$ cat src/rtl/hazard_pkg.sv
// Shared encodings for the pipeline hazard controller: PCSrc codes,
// operand forward selects and the mul/div sequencing FSM state type.
package hazard_pkg;

  // PCSrc decode from ID: 000 sequential, 001 branch, 01x jump, 10x jr
  localparam logic [2:0] PC_SEQ = 3'b000;
  localparam logic [2:0] PC_BR  = 3'b001;
  localparam logic [2:0] PC_J   = 3'b010;
  localparam logic [2:0] PC_JR  = 3'b100;

  // ID-stage operand mux selects
  localparam logic [1:0] FWD_REG = 2'b00;
  localparam logic [1:0] FWD_EX  = 2'b01;
  localparam logic [1:0] FWD_MEM = 2'b10;

  typedef enum logic {
    ST_RUN  = 1'b0,
    ST_BUSY = 1'b1
  } state_t;

  // Any non-sequential PCSrc redirects fetch and kills the instruction in IF
  function automatic logic pc_redirect(input logic [2:0] pcsrc);
    return pcsrc != PC_SEQ;
  endfunction

endpackage

$ cat src/rtl/pipe_hazard_ctrl_fwd_sel.sv
// Single-operand forwarding comparator: picks regfile / EX / MEM source
// for one ID-stage operand and flags a load-use hazard on it.
module fwd_sel
  import hazard_pkg::*;
(
  input  logic [4:0] src,
  input  logic       uses,
  input  logic [4:0] ex_rd,
  input  logic       ex_regwrite,
  input  logic       ex_memread,
  input  logic [4:0] mem_rd,
  input  logic       mem_regwrite,
  output logic [1:0] sel,
  output logic       load_use
);

  logic ex_hit;
  logic mem_hit;

  // EX match wins over MEM; a load in EX cannot forward yet and stalls instead
  always_comb begin
    ex_hit   = uses && ex_regwrite && (ex_rd != '0) && (ex_rd == src);
    mem_hit  = uses && mem_regwrite && (mem_rd != '0) && (mem_rd == src);
    load_use = ex_hit && ex_memread;
    sel      = FWD_REG;
    if (ex_hit && !ex_memread) begin
      sel = FWD_EX;
    end else if (mem_hit) begin
      sel = FWD_MEM;
    end
  end

endmodule

$ cat src/rtl/pipe_hazard_ctrl.sv
// Hazard and sequencing controller for the 5-stage pipeline: ID operand
// forwarding, load-use and mul/div stalls, IF/ID flush on taken transfers.
// Optional perf counters enabled by defining PIPE_HAZARD_PERF_EN.
module pipe_hazard_ctrl
  import hazard_pkg::*;
#(
  parameter int MD_LATENCY = 8
) (
  input  logic        Clk,
  input  logic        Rst,
  input  logic [4:0]  ID_rs,
  input  logic [4:0]  ID_rt,
  input  logic        ID_uses_rs,
  input  logic        ID_uses_rt,
  input  logic        ID_is_md,
  input  logic        ID_reads_hilo,
  input  logic [2:0]  PCSrc,
  input  logic [4:0]  EX_rd,
  input  logic [4:0]  MEM_rd,
  input  logic        EX_RegWrite,
  input  logic        MEM_RegWrite,
  input  logic        EX_MemRead,
  output logic [1:0]  FwdA,
  output logic [1:0]  FwdB,
  output logic        PC_Write,
  output logic        IFID_Write,
  output logic        IFID_Flush,
  output logic        IDEX_Bubble,
  output logic        md_busy,
  output logic        md_done,
  output logic [31:0] stall_cycles,
  output logic [31:0] flush_count
);

  localparam int CW = $clog2(MD_LATENCY + 1);

  logic [1:0]  sel_a;
  logic [1:0]  sel_b;
  logic        lu_a;
  logic        lu_b;
  logic        load_use;
  logic        md_stall;
  logic        stall;
  logic        redirect;
  state_t      state;
  state_t      state_next;
  logic [CW-1:0] cnt;
  logic [CW-1:0] cnt_next;

  fwd_sel u_fwd_a (
    .src          (ID_rs),
    .uses         (ID_uses_rs),
    .ex_rd        (EX_rd),
    .ex_regwrite  (EX_RegWrite),
    .ex_memread   (EX_MemRead),
    .mem_rd       (MEM_rd),
    .mem_regwrite (MEM_RegWrite),
    .sel          (sel_a),
    .load_use     (lu_a)
  );

  fwd_sel u_fwd_b (
    .src          (ID_rt),
    .uses         (ID_uses_rt),
    .ex_rd        (EX_rd),
    .ex_regwrite  (EX_RegWrite),
    .ex_memread   (EX_MemRead),
    .mem_rd       (MEM_rd),
    .mem_regwrite (MEM_RegWrite),
    .sel          (sel_b),
    .load_use     (lu_b)
  );

  // Combine hazard sources; a stall suppresses any pending redirect
  always_comb begin
    load_use = lu_a || lu_b;
    md_stall = md_busy && (ID_is_md || ID_reads_hilo);
    stall    = load_use || md_stall;
    redirect = !stall && pc_redirect(PCSrc);
  end

  // FSM state and mul/div countdown register
  always_ff @(posedge Clk or posedge Rst) begin
    if (Rst) begin
      state <= ST_RUN;
      cnt   <= '0;
    end else begin
      state <= state_next;
      cnt   <= cnt_next;
    end
  end

  // Next state: accept an unstalled mul/div, then count down to 1
  always_comb begin
    state_next = state;
    cnt_next   = cnt;
    case (state)
      ST_RUN: begin
        if (ID_is_md && !stall) begin
          state_next = ST_BUSY;
          cnt_next   = CW'(MD_LATENCY);
        end
      end
      ST_BUSY: begin
        if (cnt <= CW'(1)) begin
          state_next = ST_RUN;
          cnt_next   = '0;
        end else begin
          cnt_next = cnt - CW'(1);
        end
      end
      default: begin
        state_next = ST_RUN;
        cnt_next   = '0;
      end
    endcase
  end

  // FSM outputs: busy for the whole countdown, done on its last cycle
  always_comb begin
    md_busy = (state == ST_BUSY);
    md_done = (state == ST_BUSY) && (cnt == CW'(1));
  end

  // Pipeline register controls; reset forces a held, bubbled pipeline
  always_comb begin
    FwdA        = sel_a;
    FwdB        = sel_b;
    PC_Write    = 1'b1;
    IFID_Write  = 1'b1;
    IFID_Flush  = 1'b0;
    IDEX_Bubble = 1'b0;
    if (Rst) begin
      FwdA        = FWD_REG;
      FwdB        = FWD_REG;
      PC_Write    = 1'b0;
      IFID_Write  = 1'b0;
      IDEX_Bubble = 1'b1;
    end else if (stall) begin
      PC_Write    = 1'b0;
      IFID_Write  = 1'b0;
      IDEX_Bubble = 1'b1;
    end else if (redirect) begin
      IFID_Flush = 1'b1;
    end
  end

`ifdef PIPE_HAZARD_PERF_EN
  logic [31:0] stall_q;
  logic [31:0] flush_q;

  // Free-running perf counters, wrap modulo 2^32
  always_ff @(posedge Clk or posedge Rst) begin
    if (Rst) begin
      stall_q <= '0;
      flush_q <= '0;
    end else begin
      if (stall) begin
        stall_q <= stall_q + 32'd1;
      end
      if (IFID_Flush) begin
        flush_q <= flush_q + 32'd1;
      end
    end
  end

  assign stall_cycles = stall_q;
  assign flush_count  = flush_q;
`else
  assign stall_cycles = '0;
  assign flush_count  = '0;
`endif

endmodule

$ cat config.mk
export PLATFORM = sky130hd
export DESIGN_NAME = pipe_hazard_ctrl
export DESIGN_NICKNAME = d
export VERILOG_FILES = /design/src/rtl/hazard_pkg.sv /design/src/rtl/pipe_hazard_ctrl_fwd_sel.sv /design/src/rtl/pipe_hazard_ctrl.sv
export SDC_FILE = /design/constraint.sdc
export NUM_CORES = 1
export LEC_CHECK = 0
export ABC_AREA = 1
export ABC_CLOCK_PERIOD_IN_PS = 2000
export CAP_MARGIN = 20
export CORE_MARGIN = 10
export CORE_UTILIZATION = 32
export CTS_CLUSTER_SIZE = 8
export DETAILED_ROUTE_END_ITERATION = 10
export PLACE_DENSITY_LB_ADDON = 0.05
export SLEW_MARGIN = 5
export SYNTH_ARGS = -nofsm -noshare
export SYNTH_HDL_FRONTEND = slang
export SYNTH_SLANG_ARGS = --single-unit
$ cat constraint.sdc
create_clock -name Clk -period 2 [get_ports Clk]
set_input_delay 0.6 -clock Clk [delete_from_list [all_inputs] [get_ports Clk]]
set_output_delay 0.6 -clock Clk [all_outputs]
set_load 0.02 [all_outputs]
==> results.cfg, run 1 <==
[synthesis]
synth_ff_type = dfrtp_1
netlist_top_cells_area = buf_4 40%, nand2_1 13%, dfrtp_1 10%
synth_most_common_cell = buf_4
yosysTopAreaCellShare = 0.398
syn_area_per_cell_um2 = 6.36
synth_edf_count = 0
ys_async_sr_fraction = 1.00
synthCells = 193
synth-seq-area-share = 0.102
synthDistinctLibCells = 24
synth_warnings = 0
yosysTopAreaCell = buf_4
synth_seq_cells = 5
synth_commonest_cells = 65 x buf_4, 42 x nand2_1, 23 x inv_1
syn_area_um2 = 1230

[drt]
drtAntennaViolNets = 0
vias_per_cell = 3.83
vias = 1206
totalWireLength_um = 3820
drc = 0
dr.pass1.iters = 2
wire_per_inst_um = 12.1
drt_iter0_drc = 18

[flow_run]
max_cap_viol_count = 0

[clocking]
cts_root_buffer = clkbuf_8
clock_sinks = 5
clock_latency_ns = 0.23
cts.hold.buffers_added = 0
cts_tree = done
cts_buffer_depth = 2
cts_buffers = 3
cts_max_level = 1
clk_pin_slew_ns = 0.04

[hold_path]
hold_class = in -> async

[setup_path]
r2r_end = cnt[1]$_DFFE_PP0P_
crit_fanout = 3
crit_type = in -> out
r2r_cells = 7
critPathLaunch = EX_rd[3]
reg2reg_slack_ns = 0.59
rr_startpoint = cnt[0]$_DFFE_PP0P_
cp-end-kind = primary output
worst_ep_required_time_ns = 1.40
crit_end = IFID_Flush
worstSetupStartpointType = input port
arrival_ns = 1.57

[status]
status = complete, but fails checks
violations = negative setup slack

[floorplanning]
num_rows = 22
fp.dieW_um = 81.9
dieArea_um2 = 6710
core_area_um2 = 3690
start_util = 0.333
io_pins = 106
die_h_um = 81.9

[finish]
seq_area_um2 = 125
insertedDiodeCount = 0
areaGrowthSynthToFinish_pct = 57.7
fin_nets = 302
drive_gt1_frac = 0.461
fillers = 391
final_area_um2 = 1940
multiInputGateArea_um2 = 921
layout.cells.non_filler = 315

[power_and_ir_drop]
powerDensity_nw_per_um2 = 609
p_sw_frac = 0.450
power.share.combinational = 0.678
max-vdd-ir-drop_v = 0.000511
cellInternalPower_mw = 0.648
power.switching_mw = 0.530
p_leak_nw = 1.07
pwr-share-clk = 0.163
p_seq_frac = 0.160

[place]
gp_congestion = 0.762
hpwl_um = 3350
dp_worst_setup_slack_ns = -1.16
placed_area_um2 = 1670
dp_cells = 303
io_buffer_count = 41

[grt]
track_usage = 0.104
grt_antenna_before_repair = 0
grt_pass1_wl_um = 5620
grt_max_degree = 6
grt_overflow = 0
grt_pass1_vias = 1241

[sta]
period_share = 1.09
tns_ns = -0.972
rsz0062_at_grt = yes
fin_crit_ns = 2.17
setup_viol_count_final = 8
finalClockSkew_ns = 0.00270
max_clock_freq_mhz = 460
drv_slew = 0
hold_viol = 0
setup_ws_ns = -0.172
==> how the worst min path moves through the flow <==
stage | from | endpoint | slack (ns) | cells after the start
6_report | Rst | cnt[2]$_DFFE_PP0P_ | 0.46 | 4
5_1_grt | Rst | cnt[2]$_DFFE_PP0P_ | 0.49 | 4
4_1_cts | cnt[3]$_DFFE_PP0P_ | cnt[3]$_DFFE_PP0P_ | 0.57 | 2
3_5_place_dp | cnt[3]$_DFFE_PP0P_ | cnt[3]$_DFFE_PP0P_ | 0.57 | 2
3_3_place_gp | cnt[3]$_DFFE_PP0P_ | cnt[3]$_DFFE_PP0P_ | 0.55 | 2
2_1_floorplan | Rst | cnt[0]$_DFFE_PP0P_ | 0.39 | 1
==> power by group through the flow <==
stage	sequential (mW)	clock [mW]	combinational, mW
after floorplan	0.207	0	0.523
after global placement	0.190	0	0.752
after detailed placement	0.188	0	0.749
after CTS	0.190	0.199	0.763
after global routing	0.197	0.205	0.893
final	0.188	0.192	0.799
==> cell type report <==
type	count	share of cell area
Tap cell	48	0.0310
Sequential cell	5	0.0646
Multi-Input combinational cell	159	0.476
Inverter	27	0.0705
Clock buffer	4	0.0233
Timing Repair Buffer	72	0.335
==> critical path, stage by stage <==
cell     delay (ns)
buf_12         0.11
inv_12         0.05
nand3_4        0.08
nor2_4         0.17
nor2_4         0.05
nand3_2        0.08
nand4_1        0.16
nor2_2         0.14
buf_6          0.13
==> metrics by stage <==
step / utilization / total power [mW] / hold WS [ns]
2_1_floorplan: - / 0.730 / 0.395
3_3_place_gp: 0.453 / 0.942 / 0.554
3_5_place_dp: 0.453 / 0.938 / 0.566
4_1_cts: 0.486 / 1.15 / 0.574
5_1_grt: 0.525 / 1.29 / 0.493
6_report: 0.525 / 1.18 / 0.463
==> layout by cell type, fill, tap and decap left out, drive strengths merged, types with 2 or more instances in the layout <==
cell type      instances
a21oi                  3
buf                   62
clkbuf                 7
clkdlybuf4s50          4
conb                  64
dfrtp                  5
dlygate4sd2            2
ha                     2
inv                   27
nand2                 42
nand3                 10
nand4                  5
nor2                  12
nor3                   3
nor4                   2
o211ai                 2
o21ai                  3
xnor2                  4
xor2                   4
==> routing by layer <==
layer	GRT usage	up-vias	routed length, um
li1	-	615	-
met1	0.104	538	1270
met2	0.202	48	2150
met3	0.0207	5	351
met4	0.0391	0	44
met5	0	-	0
==> cell families (layout without fill, tap and decap cells) <==
logic type / Yosys count / count (layout) / synth area share
other: 1 / 64 / 0.00306
adder cells (fa/ha/maj): 2 / 2 / 0.0204
AND/OR/NAND/NOR: 75 / 75 / 0.285
AO/OA/AOI/OAI: 10 / 10 / 0.0520
XOR/XNOR: 8 / 8 / 0.0571
flip-flops: 5 / 5 / 0.102
buffers and inverters: 92 / 103 / 0.480
==> repair_timing <==
| action | CTS | global route |
|---|---|---|
| hold endpoints to repair | 0 | 0 |
| setup buffers | 10 | 1 |
| pin swaps | 33 | 34 |
| setup endpoints to repair | 9 | 14 |
| gates resized for setup | 157 | 73 |
==> flip-flops by register name, summed over array words and instances (netlist names) <==
signal   count
cnt          4
md_busy      1
Note: power is estimated with default switching activity, not from simulation.
==> run 2: changes to the inputs <==
--- a/config.mk
+++ b/config.mk
@@ -13,7 +13,9 @@
 export CTS_CLUSTER_SIZE = 8
 export DETAILED_ROUTE_END_ITERATION = 10
 export PLACE_DENSITY_LB_ADDON = 0.05
+export REMOVE_ABC_BUFFERS = 1
 export SLEW_MARGIN = 5
 export SYNTH_ARGS = -nofsm -noshare
 export SYNTH_HDL_FRONTEND = slang
 export SYNTH_SLANG_ARGS = --single-unit
+export TNS_END_PERCENT = 20
==> run 2 against run 1 <==
  * The run still ends with negative setup slack left
  * Worst setup slack improved by 0.039 ns
  * First-iteration DRC count fell by 44%
  * Power fell by 7.1%
  * Combinational power fell by 10%
  * Flip-flop and latch count did not move
==> results.cfg, run 2 (synthesis results as in run 1) <==
[floorplanning]
dieArea_um2 = 6710
start_util = 0.333
die_h_um = 81.9
fp.dieW_um = 81.9
core_area_um2 = 3690
io_pins = 106
num_rows = 22

[sta]
drv_slew = 0
max_clock_freq_mhz = 469
setup_viol_count_final = 13
setup_ws_ns = -0.133
period_share = 1.07
fin_crit_ns = 2.13
whs_ns = 0.536
finalClockSkew_ns = 0.00363
tns_ns = -1.12
hold_viol = 0
rsz0062_at_grt = yes

[place]
io_buffer_count = 41
hpwl_um = 3260
dp_cells = 297
placed_area_um2 = 1570
gp_congestion = 0.830
dp_worst_setup_slack_ns = -1.08

[drt]
vias_per_cell = 3.85
wire_per_inst_um = 11.8
totalWireLength_um = 3670
drt_iter0_drc = 10
vias = 1200
dr.pass1.iters = 4
drc = 0
drtAntennaViolNets = 0

[setup_path]
critPathMostFrequentCell = nor2_4
reg2reg_slack_ns = 0.64
slowest_stage = nand4_1
worstPathCellList = buf_8 -> inv_6 -> nand3_4 -> nor2_4 -> nor2_4 -> nand3_2 -> nand4_1 -> nor2_1 -> buf_4
crit_type = in -> out
crit_fanout = 3
worstSetupStartpointType = input port
path_delay_family = simple AND/OR/NAND/NOR gates
worst_ep_required_time_ns = 1.40
path_buf_inv = 3
cp_slowest_stage_delay_ns = 0.15
cp-end-kind = primary output
arrival_ns = 1.53

[power_and_ir_drop]
max-vdd-ir-drop_v = 0.000633
pwr-share-clk = 0.169
p_leak_nw = 1.02
power.switching_mw = 0.502
cellInternalPower_mw = 0.593
finalPower_mw = 1.09
power.share.combinational = 0.654
p_sw_frac = 0.459
powerDensity_nw_per_um2 = 609
p_seq_frac = 0.177

[grt]
grt_max_degree = 6
grt_pass1_wl_um = 5340
grt_overflow = 0
track_usage = 0.0990
grt_antenna_before_repair = 0
grt_pass1_vias = 1260

[finish]
largest-register = cnt
insertedDiodeCount = 0
fin_nets = 299
fillers = 410
layout_common_cells = 64 x conb_1, 35 x nand2_1, 33 x buf_4, 16 x inv_1, 13 x buf_6
fin_util = 0.487
drive_gt1_frac = 0.383
final_area_um2 = 1800
largest_reg_flops = 4
final_common_cell = conb_1
layout.cells.non_filler = 312
areaGrowthSynthToFinish_pct = 46.5

[hold_path]
hold_class = reg -> reg

[clocking]
cts_root_buffer = clkbuf_8
cts_buffers = 3
clock_latency_ns = 0.22
cts_buffer_depth = 2
cts_tree = done
cts_max_level = 1
clock_sinks = 5
clk_pin_slew_ns = 0.03
cts.hold.buffers_added = 0

[status]
violations = negative setup slack
status = complete, but fails checks

[flow_run]
max_cap_viol_count = 0
==> run 2: cell count changes in the layout (fill, tap and decap cells not counted), sizes merged <==
| cell | before | now |
|---|---|---|
| clkdlybuf4s15 | 0 | 1 |
| dlymetal6s2s | 1 | 0 |
| buf | 62 | 61 |
| dlygate4sd2 | 2 | 3 |
| clkbuf | 7 | 4 |
==> run 2: power by group through the flow <==
| stage | Combinational, mW | Clock (mW) | Sequential (mW) |
|---|---|---|---|
| floorplan | 0.407 | 0 | 0.207 |
| global placement | 0.684 | 0 | 0.196 |
| detailed placement | 0.680 | 0 | 0.195 |
| CTS | 0.699 | 0.188 | 0.194 |
| global route | 0.796 | 0.206 | 0.200 |
| finish | 0.716 | 0.185 | 0.193 |
==> run 2: area by class of cell <==
| cell class | instances | area, um2 | share of cell area |
|---|---|---|---|
| Tap cell | 48 | 60.1 | 0.0334 |
| Clock buffer | 4 | 45.0 | 0.0251 |
| Sequential cell | 5 | 125 | 0.0696 |
| Inverter | 27 | 129 | 0.0717 |
| Multi-Input combinational cell | 159 | 858 | 0.477 |
| Timing Repair Buffer | 69 | 581 | 0.323 |
==> run 2: worst paths after layout <==
| check | startpoint | end | depth (start not counted) |
|---|---|---|---|
| min | cnt[1]$_DFFE_PP0P_ | cnt[1]$_DFFE_PP0P_ | 2 |
| min in group asynchronous | Rst | md_busy$_DFF_PP0_ | 5 |
| max reg2reg | cnt[0]$_DFFE_PP0P_ | cnt[1]$_DFFE_PP0P_ | 6 |
| min reg2reg | cnt[1]$_DFFE_PP0P_ | cnt[1]$_DFFE_PP0P_ | 2 |
| max in group asynchronous | Rst | cnt[0]$_DFFE_PP0P_ | 5 |
| max | EX_rd[4] | IFID_Flush | 9 |
==> run 2: timing repair <==
| action | in CTS | in global routing |
|---|---|---|
| endpoints found under the hold margin | 0 | 0 |
| cloned | 0 | 0 |
| setup buffers | 8 | 3 |
| endpoints found under the setup margin | 9 | 14 |
| pin swaps | 29 | 17 |
| gates resized for setup | 193 | 25 |
==> run 2: per-layer routing <==
metal	global-route usage	up-vias	share of wire
li1	-	612	-
met1	0.116	506	0.41
met2	0.166	80	0.45
met3	0.0437	2	0.14
met4	0.0153	0	0.0016
met5	0	-	0
==> run 2: worst min-delay path, stage by stage (launching register included) <==
cell and delay [ns]:
dfrtp_1 0.36, nand3_1 0.08, nand2_1 0.06
